==> config.mk <==
export PLATFORM = sky130hd
export DESIGN_NAME = mem_arbiter_flat
export DESIGN_NICKNAME = d
export VERILOG_FILES = /design/src/rtl/mem_arbiter_if.sv /design/src/rtl/mem_arbiter.sv /design/src/flat_wrapper.sv
export SDC_FILE = /design/constraint.sdc
export NUM_CORES = 1
export LEC_CHECK = 0
export BUFFER_PORTS_ARGS = -buffer_cell sky130_fd_sc_hd__buf_2
export CORE_ASPECT_RATIO = 1.75
export CORE_MARGIN = 3
export CORE_UTILIZATION = 30
export CTS_CLUSTER_DIAMETER = 120
export DETAILED_ROUTE_END_ITERATION = 12
export HOLD_SLACK_MARGIN = 0.1
export PLACE_DENSITY = 0.71
export SLEW_MARGIN = 20
export SYNTH_ARGS = -nofsm -noshare
export SYNTH_HDL_FRONTEND = slang
export SYNTH_SLANG_ARGS = --single-unit
==> constraint.sdc <==
create_clock -name clk -period 6.6 [get_ports clk]
set_input_delay 0.33 -clock clk [delete_from_list [all_inputs] [get_ports clk]]
set_output_delay 0.33 -clock clk [all_outputs]
set_load 0.02 [all_outputs]
==> src/rtl/mem_arbiter_if.sv <==
// mem_arbiter_if: fetch, load/store and memory-side signal bundle for mem_arbiter
//   slave  : arbiter view (requests and mem_rdata in; grants, responses and mem_* out)
//   master : requester/memory view (the opposite directions)
interface mem_arbiter_if;
  logic        if_req;
  logic [31:0] if_addr;
  logic        if_gnt;
  logic        if_rvalid;
  logic [31:0] if_rdata;
  logic        if_err;
  logic        d_req;
  logic        d_we;
  logic [2:0]  d_mode;
  logic [31:0] d_addr;
  logic [31:0] d_wdata;
  logic        d_gnt;
  logic        d_rvalid;
  logic [31:0] d_rdata;
  logic        d_err;
  logic        mem_read;
  logic        mem_write;
  logic [2:0]  mem_mode;
  logic [31:0] mem_addr;
  logic [31:0] mem_wdata;
  logic [31:0] mem_rdata;
  modport slave (
    input  if_req, if_addr, d_req, d_we, d_mode, d_addr, d_wdata, mem_rdata,
    output if_gnt, if_rvalid, if_rdata, if_err, d_gnt, d_rvalid, d_rdata, d_err,
           mem_read, mem_write, mem_mode, mem_addr, mem_wdata
  );
  modport master (
    output if_req, if_addr, d_req, d_we, d_mode, d_addr, d_wdata, mem_rdata,
    input  if_gnt, if_rvalid, if_rdata, if_err, d_gnt, d_rvalid, d_rdata, d_err,
           mem_read, mem_write, mem_mode, mem_addr, mem_wdata
  );
endinterface

==> src/rtl/mem_arbiter.sv <==
// mem_arbiter: shares one byte-addressed memory between fetch and load/store, data first with bounded fetch starvation
//   clk : rising-edge clock
//   rst : synchronous active-low reset
//   bus : mem_arbiter_if.slave (fetch port, data port, memory port)
module mem_arbiter #(
  parameter int MEM_BYTES  = 4096,
  parameter int STARVE_MAX = 4
) (
  input logic          clk,
  input logic          rst,
  mem_arbiter_if.slave bus
);
  localparam int CW = $clog2(STARVE_MAX + 1);
  typedef enum logic [1:0] {OWN_NONE, OWN_IF, OWN_D} own_t;
  own_t          r_owner;
  logic          r_err;
  logic          r_rd;
  logic [CW-1:0] r_cnt;
  logic          w_if_gnt;
  logic          w_d_gnt;
  logic          w_gnt;
  logic          w_bad_mode;
  logic          w_misalign;
  logic          w_range;
  logic          w_err;
  logic          w_rd;
  logic          w_if_rsp;
  logic          w_d_rsp;
  logic [2:0]    w_size;
  logic [31:0]   w_addr;
  logic [32:0]   w_end;
  always_comb begin
    w_if_gnt   = rst & bus.if_req & (~bus.d_req | (r_cnt == CW'(STARVE_MAX)));
    w_d_gnt    = rst & bus.d_req & ~w_if_gnt;
    w_gnt      = w_if_gnt | w_d_gnt;
    w_addr     = w_if_gnt ? bus.if_addr : bus.d_addr;
    w_bad_mode = ~w_if_gnt & (bus.d_we ? bus.d_mode > 3'd2 : bus.d_mode > 3'd4);
    w_size     = (w_if_gnt | bus.d_mode == 3'd0) ? 3'd4 :
                 (bus.d_mode == 3'd1 | bus.d_mode == 3'd3) ? 3'd2 : 3'd1;
    // compressed instructions make halfword-aligned fetches legal
    w_misalign = (w_size == 3'd4) ? (w_if_gnt ? w_addr[0] : |w_addr[1:0]) :
                 (w_size == 3'd2) & w_addr[0];
    // 33-bit sum so addresses near 2^32 cannot wrap into range
    w_end      = {1'b0, w_addr} + 33'(w_size) - 33'd1;
    w_range    = w_end >= 33'(MEM_BYTES);
    w_err      = w_bad_mode | w_misalign | w_range;
    w_rd       = w_gnt & ~w_err & (w_if_gnt | ~bus.d_we);
    w_if_rsp   = rst & (r_owner == OWN_IF);
    w_d_rsp    = rst & (r_owner == OWN_D);
  end
  assign bus.if_gnt    = w_if_gnt;
  assign bus.d_gnt     = w_d_gnt;
  assign bus.mem_read  = w_rd;
  assign bus.mem_write = w_d_gnt & ~w_err & bus.d_we;
  assign bus.mem_mode  = w_d_gnt ? bus.d_mode : 3'd0;
  assign bus.mem_addr  = w_gnt ? w_addr : 32'd0;
  assign bus.mem_wdata = w_d_gnt ? bus.d_wdata : 32'd0;
  assign bus.if_rvalid = w_if_rsp;
  assign bus.if_err    = w_if_rsp & r_err;
  assign bus.if_rdata  = (w_if_rsp & r_rd) ? bus.mem_rdata : 32'd0;
  assign bus.d_rvalid  = w_d_rsp;
  assign bus.d_err     = w_d_rsp & r_err;
  assign bus.d_rdata   = (w_d_rsp & r_rd) ? bus.mem_rdata : 32'd0;
  always_ff @(posedge clk) begin
    if (!rst) begin
      r_owner <= OWN_NONE;
      r_err   <= 1'b0;
      r_rd    <= 1'b0;
      r_cnt   <= '0;
    end else begin
      r_owner <= w_if_gnt ? OWN_IF : w_d_gnt ? OWN_D : OWN_NONE;
      r_err   <= w_gnt & w_err;
      r_rd    <= w_rd;
      r_cnt   <= (~bus.if_req | w_if_gnt) ? '0 :
                 (w_d_gnt & (r_cnt != CW'(STARVE_MAX))) ? r_cnt + CW'(1) : r_cnt;
    end
  end
endmodule

==> src/flat_wrapper.sv <==
// flat-port wrapper written by rule: the top's interface ports become plain ports
module mem_arbiter_flat 
#(
  parameter int MEM_BYTES  = 4096,
  parameter int STARVE_MAX = 4
)
  (clk, rst, bus_if_req, bus_if_addr, bus_d_req, bus_d_we, bus_d_mode, bus_d_addr, bus_d_wdata, bus_mem_rdata, bus_if_gnt, bus_if_rvalid, bus_if_rdata, bus_if_err, bus_d_gnt, bus_d_rvalid, bus_d_rdata, bus_d_err, bus_mem_read, bus_mem_write, bus_mem_mode, bus_mem_addr, bus_mem_wdata);
  mem_arbiter_if bus_i ();
  input logic clk;
  input logic rst;
  input wire logic [$bits(bus_i.if_req)-1:0] bus_if_req;
  input wire logic [$bits(bus_i.if_addr)-1:0] bus_if_addr;
  input wire logic [$bits(bus_i.d_req)-1:0] bus_d_req;
  input wire logic [$bits(bus_i.d_we)-1:0] bus_d_we;
  input wire logic [$bits(bus_i.d_mode)-1:0] bus_d_mode;
  input wire logic [$bits(bus_i.d_addr)-1:0] bus_d_addr;
  input wire logic [$bits(bus_i.d_wdata)-1:0] bus_d_wdata;
  input wire logic [$bits(bus_i.mem_rdata)-1:0] bus_mem_rdata;
  output wire logic [$bits(bus_i.if_gnt)-1:0] bus_if_gnt;
  output wire logic [$bits(bus_i.if_rvalid)-1:0] bus_if_rvalid;
  output wire logic [$bits(bus_i.if_rdata)-1:0] bus_if_rdata;
  output wire logic [$bits(bus_i.if_err)-1:0] bus_if_err;
  output wire logic [$bits(bus_i.d_gnt)-1:0] bus_d_gnt;
  output wire logic [$bits(bus_i.d_rvalid)-1:0] bus_d_rvalid;
  output wire logic [$bits(bus_i.d_rdata)-1:0] bus_d_rdata;
  output wire logic [$bits(bus_i.d_err)-1:0] bus_d_err;
  output wire logic [$bits(bus_i.mem_read)-1:0] bus_mem_read;
  output wire logic [$bits(bus_i.mem_write)-1:0] bus_mem_write;
  output wire logic [$bits(bus_i.mem_mode)-1:0] bus_mem_mode;
  output wire logic [$bits(bus_i.mem_addr)-1:0] bus_mem_addr;
  output wire logic [$bits(bus_i.mem_wdata)-1:0] bus_mem_wdata;
  assign bus_i.if_req = bus_if_req;
  assign bus_i.if_addr = bus_if_addr;
  assign bus_i.d_req = bus_d_req;
  assign bus_i.d_we = bus_d_we;
  assign bus_i.d_mode = bus_d_mode;
  assign bus_i.d_addr = bus_d_addr;
  assign bus_i.d_wdata = bus_d_wdata;
  assign bus_i.mem_rdata = bus_mem_rdata;
  assign bus_if_gnt = bus_i.if_gnt;
  assign bus_if_rvalid = bus_i.if_rvalid;
  assign bus_if_rdata = bus_i.if_rdata;
  assign bus_if_err = bus_i.if_err;
  assign bus_d_gnt = bus_i.d_gnt;
  assign bus_d_rvalid = bus_i.d_rvalid;
  assign bus_d_rdata = bus_i.d_rdata;
  assign bus_d_err = bus_i.d_err;
  assign bus_mem_read = bus_i.mem_read;
  assign bus_mem_write = bus_i.mem_write;
  assign bus_mem_mode = bus_i.mem_mode;
  assign bus_mem_addr = bus_i.mem_addr;
  assign bus_mem_wdata = bus_i.mem_wdata;
  mem_arbiter #(.MEM_BYTES(MEM_BYTES), .STARVE_MAX(STARVE_MAX)) u_core (.clk(clk), .rst(rst), .bus(bus_i));
endmodule
== Yosys cells after proc, flatten, opt, wreduce, memory -nomap -nowiden ==
Index checks and enable logic that the tools add are counted.

* Register bits after elaboration: 7
* Bits in latches: 0
* Memory bits (writable): 0
* Memory bits (read-only): 0
* Input bits: 136
* Word-level logic and storage cells: 68
* Memories: 0

* Add/subtract/negate cells: 3
* Multipliers: 0
* Divide/modulo/power cells: 0
* Magnitude comparators: 3
* Eq/ne operators: 8
* Shifts and indexed selects: 0
* Muxes and demuxes: 13
* Bitwise logic cells: 32
* Reductions and logical operators: 4

{| class="wikitable"
|+ Operators with widths
! operator !! count
|-
| $mux 32 || 5
|-
| $add 32x3->33 || 1
|-
| $ge 33x13->1 const B || 1
|-
| $sub 33x1->33 const B || 1
|-
| $and 1x1->1 || 18
|-
| $or 1x1->1 || 8
|-
| $eq 3x2->1 const B || 2
|-
| $eq 3x3->1 const B || 2
|-
| $mux 3 || 2
|-
| $not 1->1 || 6
|-
| $reduce_or 2->1 || 3
|-
| $mux 1 || 4
|-
| $mux 2 || 2
|-
| $add 3x1->3 const B || 1
|-
| $eq 3x1->1 const B || 1
|-
| $gt 3x2->1 const B || 1
|-
| $gt 3x3->1 const B || 1
|-
| $logic_not 3->1 || 1
|-
| $ne 3x3->1 const B || 1
|-
| $eq 2x1->1 const B || 1
|-
| $eq 2x2->1 const B || 1
|}

== Longest topological paths before layout ==
Gate-level depths: netlist of run 1.

* Depth in word-level cells: 13
* Depth in mapped cells: 21
* Depth with buffers taken out: 19

== Worst setup path after synthesis of run 1 ==
OpenSTA, ideal clock, no wires.

* Path kind: register to output
* Start point: reg u_core.r_cnt[0]
* End point: out bus_mem_read
* Arrival time: 5.053 ns
* Data required time: 6.270 ns
* Setup slack: 1.217 ns
* Stages on the path, launching flop included: 22
* Cell sequence: dfxtp_1 > inv_1 > ha_1 > nand2_1 > a21oi_2 > buf_1 > buf_1 > mux2i_1 > ha_1 > inv_1 > ha_1 > inv_1 > fa_1 > nand2b_1 > a21oi_1 > o21bai_1 > a2111oi_0 > mux2i_1 > a2111oi_0 > nor3b_1 > nand4_1 > nor3_1

* Longest elaborated chain between the ends: 13
* Elaborated cells on any way between the ends: 25
* Those cells by class: add/sub: 2; order compare: 1; eq/ne: 3; mux: 4; bitwise: 14; reduce/logical: 1

{| class="wikitable"
|+ RTL lines
! item !! RTL line !! source
|-
| from (decl) || mem_arbiter.sv:18 || <nowiki>logic [CW-1:0] r_cnt;</nowiki>
|-
| from (signal assigned) || mem_arbiter.sv:74 || <nowiki>r_cnt <= (~bus.if_req | w_if_gnt) ? '0 :</nowiki>
|-
| $eq 3x3->1 * || mem_arbiter.sv:33 || <nowiki>w_if_gnt = rst & bus.if_req & (~bus.d_req | (r_cnt == CW'(STARVE_MAX)));</nowiki>
|-
| $or 1x1->1 * || mem_arbiter.sv:33 ||
|-
| $and 1x1->1 * || mem_arbiter.sv:33 ||
|-
| via bus_if_gnt || flat_wrapper.sv:19 || <nowiki>output wire logic [$bits(bus_i.if_gnt)-1:0] bus_if_gnt;</nowiki>
|-
| branches (longest 9 deep; another with $add 32x3->33) || -- ||
|-
| $and 1x1->1 * || mem_arbiter.sv:47 || <nowiki>w_rd = w_gnt & ~w_err & (w_if_gnt | ~bus.d_we);</nowiki>
|-
| to (decl) || flat_wrapper.sv:27 || <nowiki>output wire logic [$bits(bus_i.mem_read)-1:0] bus_mem_read;</nowiki>
|}

Mark *: on every way through the listed nets, which the timed path passes.

== Final worst setup path of run 1 ==
* Start point: reg u_core.r_cnt[0]
* End point: out bus_mem_read

* Longest elaborated chain between the ends: 13
* Elaborated cells on any way between the ends: 25
* Those cells by class: add/sub: 2; order compare: 1; eq/ne: 3; mux: 4; bitwise: 14; reduce/logical: 1

{| class="wikitable"
|+ RTL lines
! item !! RTL line
|-
| $eq 3x3->1 * || mem_arbiter.sv:33
|-
| $or 1x1->1 * || mem_arbiter.sv:33
|-
| $and 1x1->1 * || mem_arbiter.sv:33
|-
| branches (longest 9 deep; another with $add 32x3->33) || --
|-
| $and 1x1->1 * || mem_arbiter.sv:47
|}

Every way passes the cells marked *.

==> flow_metrics.env, run 1 <==
export IMPL_crit_fanout=20
export IMPL_synthMuxAreaShare_pct=11.25
export IMPL_async_flop_share_pct=0
export IMPL_yosysSeqAreaShare_pct=3.924
export IMPL_seqPwrFrac_pct=7.9
export IMPL_avgSynthCellArea_um2=6.481
export IMPL_synth_edf_count=0
export IMPL_fillers=1266
export IMPL_drc=0
export IMPL_power_density_nw_per_um2=110.6
export IMPL_rows=52
export IMPL_synth_xor_area_share_pct=2.207
export IMPL_die_area_um2=13300
export IMPL_detail_route_antenna_nets=0
export IMPL_r2r_cells=20
export IMPL_wl_um=14670
export IMPL_final_area_um2=5099
export IMPL_end_kind="output pin"
export IMPL_synth_seq_cells=7
export IMPL_clockPowerShare_pct=18.7
export IMPL_maxCapViolCount=0
export IMPL_tns_ns=0
export IMPL_syn_to_final_growth_pct=42.78
export IMPL_crit_arrival_ns=5.28
export IMPL_syn_area_um2=3571
export IMPL_synth_warnings=0
export IMPL_worstPathRequired_ns=6.27
export IMPL_cts_clk_slew_worst_paths_ns=0.04
export IMPL_ctsResizeCount=0
export IMPL_post_cts_buffers=0
export IMPL_crit_type="reg -> out"
export IMPL_synthFlopType="dfxtp_1"
export IMPL_synth_top_family_by_area="simple AND/OR/NAND/NOR gates"
export IMPL_io_buffer_count=274
export IMPL_grt_pass1_wl_um=21710
export IMPL_dpl_hpwl_um=12370
export IMPL_die_w_um=88.47
export IMPL_hold_path_class="in -> reg"
export IMPL_synthAdderAreaFrac_pct=13.17
export IMPL_die_h_um=150.3
export IMPL_synth_cell_type_count=58
export IMPL_cts_path_max_buffers=2
export IMPL_via_count=4901
export IMPL_cts_sinks=7
export IMPL_max_freq_mhz=178.1
export IMPL_synthesis_nets=724
export IMPL_relSlewSlack_pct=37.00
export IMPL_p_sw_mw=0.2788
export IMPL_fin_crit_sh_pct=85.06
export IMPL_report_final_slew_viol_count=0
export IMPL_cts_root_buf="clkbuf_16"
export IMPL_drt_vias_per_instance=5.231
export IMPL_grt_max_degree=65
export IMPL_leakage_nw=3.062
export IMPL_nNetsFinal=974
export IMPL_drive_gt1_share_pct=36.88
export IMPL_place_area_um2=5015
export IMPL_switching_share_pct=49.44
export IMPL_finalHoldViolCount=0
export IMPL_globalRoute_totalOverflow=0
export IMPL_finalSetupViolations=0
export IMPL_hold_depth=2
export IMPL_first_global_vias=4433
export IMPL_cts_tree="built"
export IMPL_start_util_pct=30.83
export IMPL_globalRouteTotalUtil_pct=20.42
export IMPL_antenna_found_initial=1
export IMPL_min_period_ns=5.614
export IMPL_synthCells=551
export IMPL_power_frac_comb_pct=73.4
export IMPL_rsz0062_at_grt="false"
export IMPL_skew_ns=0.001208
export IMPL_worst_pin_slew_ns=0.9440
export IMPL_clk_latency_ns=0.23
export IMPL_dr_pass1_iters=5
export IMPL_synth_compound_area_share_pct=21.37
export IMPL_numCtsBuffers=3
export IMPL_core_um2=11580
export IMPL_dr_first_iter_drc_count=255
export IMPL_p_int_mw=0.2851
export IMPL_max_vdd_ir_drop_mv=0.09538
export IMPL_hold_buffers=0
export IMPL_status="finished clean"
export IMPL_critPathLaunchType="flip-flop"
export IMPL_io_pin_count=275
export IMPL_cts_htree_levels=1
export IMPL_wire_per_inst_um=15.66
export IMPL_synthSimpleGateAreaFrac_pct=39.31
export IMPL_globalplace_congestion=0.9810
==> cells in the mapped netlist, types with 3 or more instances <==
cell type  count  share of area [%]
a2111oi_0      3               0.74
a211oi_1      10                2.1
a21o_1         9                1.9
a21oi_1       30                4.2
a21oi_2        3               0.74
and2_1        38                6.7
and3_1        66                 12
buf_2          5               0.70
clkbuf_1      23                2.4
dfxtp_1        7                3.9
ha_1          36                 13
inv_1         44                4.6
mux2i_1       39                 11
nand2_1       32                3.4
nand2b_1       3               0.53
nand3_1       11                1.5
nand4_1        8                1.4
nor2_1        68                7.1
nor2b_1        3               0.53
nor3_1        15                2.1
nor3b_1        5                1.1
nor4_1         4               0.70
o211ai_1       5                1.1
o21ai_0       23                3.2
o21ai_1        4               0.56
o21bai_1       7                1.5
o22ai_1        3               0.53
xnor2_1        3               0.74
xor2_1         6                1.5
==> state kept, by name (all words and copies together) (netlist names) <==
name and flops:
u_core.r_cnt 3, u_core.r_err 1, u_core.r_owner 2, u_core.r_rd 1
==> layer usage <==
layer	share of wire [%]	vias to the layer above	global-route usage, %
met5	0	-	0
met4	3.0	0	6.354
met3	7.5	36	3.122
met2	51	234	38.08
met1	39	2164	23.07
li1	-	2467	-
==> metrics by stage <==
stage / worst slack, ns / util [%] / instances / total power, mW / hold slack, ns
after floorplan: 1.217 / - / 551 / 0.3270 / 0.4207
after global placement: 1.313 / 43.30 / 931 / 0.4524 / 0.4412
after detailed placement: 1.232 / 43.30 / 931 / 0.4534 / 0.4506
after CTS: 0.9622 / 43.98 / 935 / 0.5617 / 0.3766
after global routing: 0.5580 / 44.03 / 937 / 0.6100 / 0.3927
final: 0.9861 / 44.03 / 937 / 0.5640 / 0.3771
==> path summary, 6_finish.rpt <==
| kind | startpoint | endpoint | slack (ns) |
|---|---|---|---|
| min | bus_d_req | u_core.r_owner[0]$_SDFF_PN0_ | 0.38 |
| max reg2reg | u_core.r_cnt[0]$_SDFFE_PP0P_ | u_core.r_err$_SDFF_PN0_ | 1.62 |
| max | u_core.r_cnt[0]$_SDFFE_PP0P_ | bus_mem_read | 0.99 |
| min reg2reg | u_core.r_cnt[0]$_SDFFE_PP0P_ | u_core.r_cnt[0]$_SDFFE_PP0P_ | 0.46 |
==> cell families after synthesis <==
kind of cell / after synthesis
AND/OR/NAND/NOR: 265
AO/OA/AOI/OAI: 115
buffers and inverters: 78
multiplexers: 40
adder cells (fa/ha/maj): 37
XOR/XNOR: 9
flip-flops: 7
==> power by group through the flow <==
stage	combinational, mW	clock, mW	sequential, mW
after global routing	0.456	0.109	0.0447
after CTS	0.411	0.106	0.0446
after floorplan	0.282	0	0.0450
after detailed placement	0.408	0	0.0452
final	0.414	0.105	0.0446
after global placement	0.407	0	0.0451
==> worst max-delay path, stage by stage, from the launching register on <==
cell and delay [ns]:
dfxtp_1 0.32, inv_1 0.06, ha_1 0.16, nand2_1 0.13
a21oi_4 0.60, buf_4 0.37, mux2i_1 0.14, ha_1 0.20
inv_1 0.05, ha_1 0.16, inv_1 0.06, fa_1 0.35
nand2b_1 0.15, a21oi_1 0.18, o21bai_1 0.19, a21o_1 0.25
a2111oi_0 0.61, mux2i_1 0.28, and3_1 0.19, nand4_1 0.19
nor3_1 0.23, buf_2 0.20
==> layout by cell type, fill, tap and decap left out, types with 8 or more instances in the layout <==
cell type  count
inv_1         44
nand4_1        8
o21ai_0       23
nor3_1        15
ha_1          36
nand3_1       11
nor2_1        67
a21oi_1       30
and3_1        66
a211oi_1      10
nand2_1       32
a21o_1         9
mux2i_1       39
and2_1        38
buf_2        274
==> area by class of cell <==
type	instances	area (um^2)	area share, %
Multi-Input combinational cell	466	3132	61.42
Timing Repair Buffer	279	1409	27.63
Tap cell	135	168.9	3.313
Inverter	44	165.2	3.239
Sequential cell	7	140.1	2.748
Clock buffer	4	78.83	1.546
Antenna cell	2	5.005	0.09816
(Power assumes the default switching activity.)
==> run 2: changes to the inputs <==
- ABC_AREA: default -> 1
- PLACE_DENSITY: 0.71 -> default
==> flow_metrics.env, run 2 <==
export IMPL_numCtsBuffers=3
export IMPL_final_area_um2=6063
export IMPL_die_w_um=97.88
export IMPL_grt_pass1_wl_um=29660
export IMPL_min_period_ns=5.192
export IMPL_ctsResizeCount=0
export IMPL_syn_to_final_growth_pct=36.82
export IMPL_power_density_nw_per_um2=117.5
export IMPL_mostFrequentLayoutCells="buf_2 (274), nand2_1 (249), inv_1 (237)"
export IMPL_maxCapViolCount=0
export IMPL_globalRoute_totalOverflow=0
export IMPL_critPathLaunchType="flip-flop"
export IMPL_crit_arrival_ns=4.86
export IMPL_finalPower_mw=0.7124
export IMPL_async_flop_share_pct=0
export IMPL_wl_um=18900
export IMPL_fin_crit_sh_pct=78.66
export IMPL_globalRouteTotalUtil_pct=22.10
export IMPL_dr_pass1_iters=5
export IMPL_rows=58
export IMPL_start_util_pct=30.69
export IMPL_synthCells=957
export IMPL_antenna_found_initial=0
export IMPL_fillers=1781
export IMPL_crit_type="reg -> out"
export IMPL_drt_vias_per_instance=4.497
export IMPL_hold_buffers=0
export IMPL_worstPathRequired_ns=6.27
export IMPL_grt_max_degree=49
export IMPL_die_area_um2=16320
export IMPL_final_common_cell="buf_2"
export IMPL_cpPeakStageDelay_ns=0.47
export IMPL_synth_warnings=0
export IMPL_io_buffer_count=274
export IMPL_max_freq_mhz=192.6
export IMPL_place_area_um2=5979
export IMPL_max_vdd_ir_drop_mv=0.06847
export IMPL_post_cts_buffers=0
export IMPL_cts_path_max_buffers=2
export IMPL_synth_largest_area_cell="nand2_1"
export IMPL_tns_ns=0
export IMPL_die_h_um=166.8
export IMPL_finalSetupViolations=0
export IMPL_synth_top_area_share_pct=21.26
export IMPL_via_count=6287
export IMPL_clk_latency_ns=0.23
export IMPL_rsz0062_at_grt="false"
export IMPL_synth_common_cells="nand2_1 (251), inv_1 (237), nor2_1 (208), nand3_1 (58)"
export IMPL_wire_per_inst_um=13.52
export IMPL_cts_tree="built"
export IMPL_synthFlopType="dfxtp_1"
export IMPL_skew_ns=0.001880
export IMPL_relSlewSlack_pct=44.62
export IMPL_drc=0
export IMPL_end_kind="output pin"
export IMPL_cts_root_buf="clkbuf_16"
export IMPL_drive_gt1_share_pct=27.01
export IMPL_nNetsFinal=1392
export IMPL_crit_top_cell="nand2_1"
export IMPL_leakage_nw=4.363
export IMPL_diodes=0
export IMPL_synth_area_leaders="nand2_1 (21%), inv_1 (20%), nor2_1 (18%)"
export IMPL_cts_sinks=7
export IMPL_syn_area_um2=4432
export IMPL_avgSynthCellArea_um2=4.631
export IMPL_crit_fanout=48
export IMPL_synth_cell_type_count=33
export IMPL_yosysSeqAreaShare_pct=3.162
export IMPL_io_pin_count=275
export IMPL_synth_most_common_cell="nand2_1"
export IMPL_hold_path_class="in -> reg"
export IMPL_report_final_slew_viol_count=0
export IMPL_status="finished clean"
export IMPL_worst_pin_slew_ns=0.8256
export IMPL_hold_worst_slack_ns=0.3983
export IMPL_dpl_hpwl_um=16660
export IMPL_synth_seq_cells=7
export IMPL_regMostFlops="u_core.r_cnt"
export IMPL_globalplace_congestion=0.9976
export IMPL_detail_route_antenna_nets=0
export IMPL_synthesis_nets=1130
export IMPL_slowest_stage="inv_1"
export IMPL_finalHoldViolCount=0
export IMPL_top_regs="u_core.r_cnt: 3 flops, u_core.r_owner: 2 flops"
export IMPL_first_global_vias=6172
export IMPL_cts_clk_slew_worst_paths_ns=0.04
export IMPL_dr_first_iter_drc_count=193
export IMPL_cts_htree_levels=1
export IMPL_core_um2=14440
export IMPL_largest_reg_flops=3
export IMPL_synth_edf_count=0
-- run 2: layout make-up --
type                       count  area, um^2  area share (%)
multi-input combinational    690        3328           54.89
timing repair buffer         276        1386           22.86
clock buffer                   4       78.83           1.300
inverter                     241       904.6           14.92
sequential                     7       140.1           2.311
tap                          180       225.2           3.714
-- run 2: worst max-delay path, delay by kind of cell, from the launching register on --
family / cells / cell delay (ns)
flops: 1 / 0.35
fa+ha+maj: 4 / 0.96
buf+inv: 8 / 1.47
simple gates: 17 / 1.45
compound gates: 1 / 0.38
-- run 2: worst paths after layout --
kind                                startpoint                            to  slack (ns)  cells after the start
setup / recovery  u_core.r_cnt[0]$_SDFFE_PP0P_                  bus_mem_read        1.41                     30
hold / removal                       bus_d_req  u_core.r_owner[1]$_SDFF_PP0_        0.40                      3
setup reg to reg  u_core.r_cnt[0]$_SDFFE_PP0P_        u_core.r_rd$_SDFF_PN0_        2.12                     29
hold reg to reg   u_core.r_cnt[0]$_SDFFE_PP0P_  u_core.r_cnt[0]$_SDFFE_PP0P_        0.47                      1
-- run 2: where the power goes --
group	leakage, nW	switching [mW]	internal, mW
Combinational	4.27	0.369	0.196
Clock	0.0382	0.0226	0.0804
Sequential	0.0574	0.000826	0.0442
-- run 2: through the flow --
| step | worst slack (ns) | util [%] | instances |
|---|---|---|---|
| 2_1_floorplan | 2.587 | - | 957 |
| 3_3_place_gp | 1.588 | 41.41 | 1394 |
| 3_5_place_dp | 1.594 | 41.41 | 1394 |
| 4_1_cts | 1.314 | 41.95 | 1398 |
| 5_1_grt | 0.7874 | 41.99 | 1398 |
| 6_report | 1.408 | 41.99 | 1398 |
-- run 2: routing by layer --
metal	GRT usage, %	routed length, um	share of wire, %	vias up
met1	22.02	6862	36	2645
met3	4.862	1309	6.9	53
met4	10.67	1060	5.6	0
met2	42.17	9668	51	239
met5	0	0	0	-
li1	-	-	-	3350
-- run 2: cells by family (layout without fill, tap and decap cells) --
logic type	count (synthesis)	in the layout	synth area share [%]
compound gates	71	71	8.752
xor+xnor	3	3	0.5930
fa+ha+maj	37	37	10.62
buf+inv	260	521	22.05
flops	7	7	3.162
mux	2	2	0.4517
simple gates	577	577	54.38
==> run 3: changes to the inputs <==
- ABC_AREA: 1 -> 0
- PLACE_DENSITY: default -> 0.66
- clock period: 6.6 -> 4.2 ns (I/O delays scaled with it)
==> flow_metrics.env, run 3 (synthesized netlist as in run 1, its figures left out) <==
export IMPL_report_final_slew_viol_count=0
export IMPL_leakage_nw=3.815
export IMPL_finalSetupViolations=4
export IMPL_max_freq_mhz=219.7
export IMPL_dr_pass1_iters=4
export IMPL_end_kind="output pin"
export IMPL_cpPeakStageDelay_ns=0.38
export IMPL_via_count=5426
export IMPL_core_um2=11580
export IMPL_cts_path_max_buffers=2
export IMPL_slowest_stage="or3b_4"
export IMPL_io_pin_count=275
export IMPL_dp_cells=1056
export IMPL_max_vdd_ir_drop_mv=0.07723
export IMPL_power_density_nw_per_um2=178.6
export IMPL_regMostFlops="u_core.r_cnt"
export IMPL_wl_met3_um=1113
export IMPL_drt_vias_per_instance=5.052
export IMPL_post_route_util_pct=57.09
export IMPL_antenna_found_initial=1
export IMPL_crit_top_cell="ha_4"
export IMPL_detail_route_antenna_nets=0
export IMPL_worstPathRequired_ns=3.99
export IMPL_crit_fanout=5
export IMPL_fillers=1140
export IMPL_syn_to_final_growth_pct=85.14
export IMPL_globalRouteTotalUtil_pct=22.89
export IMPL_instances_no_fill=1074
export IMPL_finalPower_mw=1.180
export IMPL_hold_path_class="in -> reg"
export IMPL_maxCapViolCount=0
export IMPL_min_period_ns=4.553
export IMPL_fin_crit_sh_pct=108.4
export IMPL_nNetsFinal=1113
export IMPL_wl_met2_um=9079
export IMPL_skew_ns=0.001358
export IMPL_crit_arrival_ns=4.34
export IMPL_drc=0
export IMPL_first_global_vias=5137
export IMPL_clk_latency_ns=0.23
export IMPL_relSlewSlack_pct=40.40
export IMPL_rsz0062_at_grt="true"
export IMPL_largest_reg_flops=3
export IMPL_routed_top_layer="met5"
export IMPL_io_buffer_count=274
export IMPL_cts_root_buf="clkbuf_16"
export IMPL_globalplace_congestion=0.9413
export IMPL_violations="setup timing"
export IMPL_crit_chain="inv_2 > ha_4 > nand2_4 > a21oi_4 > buf_12 > buf_8 > or3b_4 > ha_4 > inv_4 > ha_4 > inv_2 > fa_2 > nand2b_4 > a21oi_4 > o21bai_4 > a2111oi_4 > mux2i_1 > a2111oi_2 > nor3b_2 > nand4_1 > buf_6 > nor3_4 > buf_6"
export IMPL_wl_um=16680
export IMPL_hold_worst_slack_ns=0.3129
export IMPL_final_area_um2=6611
export IMPL_place_area_um2=6075
export IMPL_crit_type="reg -> out"
export IMPL_setup_slack_ns=-0.3525
export IMPL_wire_per_inst_um=15.53
export IMPL_top_regs="u_core.r_cnt: 3 flops, u_core.r_owner: 2 flops"
export IMPL_finalHoldViolCount=0
export IMPL_dr_first_iter_drc_count=188
export IMPL_diodes=0
export IMPL_cts_clk_slew_worst_paths_ns=0.04
export IMPL_rows=52
export IMPL_drive_gt1_share_pct=52.18
export IMPL_dpl_hpwl_um=14110
export IMPL_numCtsBuffers=3
export IMPL_cts_htree_levels=1
export IMPL_grt_pass1_wl_um=24140
export IMPL_grt_max_degree=65
export IMPL_die_w_um=88.47
export IMPL_die_area_um2=13300
export IMPL_globalRoute_totalOverflow=0
export IMPL_critPathLaunchType="flip-flop"
export IMPL_drt_met1_wl_um=5777
export IMPL_cts_tree="built"
export IMPL_die_h_um=150.3
export IMPL_final_common_cell="buf_2"
export IMPL_worst_pin_slew_ns=0.8940
export IMPL_mostFrequentLayoutCells="buf_2 (272), buf_4 (135), nor2_1 (66), and3_1 (66), inv_1 (40)"
export IMPL_start_util_pct=30.83
export IMPL_cts_sinks=7
export IMPL_critical_path_buf_inv_count=7
export IMPL_cpLargestDelayFamily="simple AND/OR/NAND/NOR gates"
export IMPL_status="finished, violations left"
[run 3: metrics by stage]
step | worst slack [ns] | TNS [ns]
detailed placement | -0.6868 | -2.275
floorplan | 0.00007105 | 0
finish | -0.3525 | -0.7865
global placement | -0.5741 | -1.846
global route | -0.5914 | -1.704
CTS | -0.4960 | -1.208
[run 3: what timing repair did]
action                     4_1_cts  5_1_grt
setup buffers                   11        3
resized for setup               31       33
hold buffers                     0        0
pin swaps                       20       13
setup endpoints to repair        4        4
[run 3: power by group]
group | internal, mW | switching [mW] | leakage [nW]
combinational | 0.451 | 0.496 | 3.72
sequential | 0.0691 | 0.00110 | 0.0587
clock | 0.126 | 0.0365 | 0.0382
[run 3: layer usage]
| layer | GRT usage (%) | vias to the layer above |
|---|---|---|
| li1 | - | 2734 |
| met1 | 22.16 | 2423 |
| met2 | 46.51 | 226 |
| met3 | 2.629 | 41 |
| met4 | 9.077 | 2 |
| met5 | 0 | - |
[run 3: final timing paths]
kind / from / endpoint / slack, ns / depth (start not counted)
setup reg to reg: u_core.r_cnt[0]$_SDFFE_PP0P_ / u_core.r_err$_SDFF_PN0_ / -0.07 / 23
hold / removal: rst / u_core.r_owner[0]$_SDFF_PN0_ / 0.31 / 3
hold reg to reg: u_core.r_cnt[0]$_SDFFE_PP0P_ / u_core.r_cnt[0]$_SDFFE_PP0P_ / 0.51 / 2
setup / recovery: u_core.r_cnt[0]$_SDFFE_PP0P_ / bus_mem_read / -0.35 / 23
[run 3: worst min-delay path, cell delays in order]
cell and delay [ns]:
buf_2 0.11, nand2_1 0.12, a21oi_1 0.05
[run 3: final cells by class]
| type | instances | area (um^2) | area share [%] |
|---|---|---|---|
| clock buffer | 4 | 78.83 | 1.192 |
| inverter | 44 | 167.7 | 2.536 |
| multi-input combinational | 466 | 3511 | 53.10 |
| sequential | 7 | 143.9 | 2.176 |
| tap | 135 | 168.9 | 2.555 |
| timing repair buffer | 418 | 2541 | 38.44 |
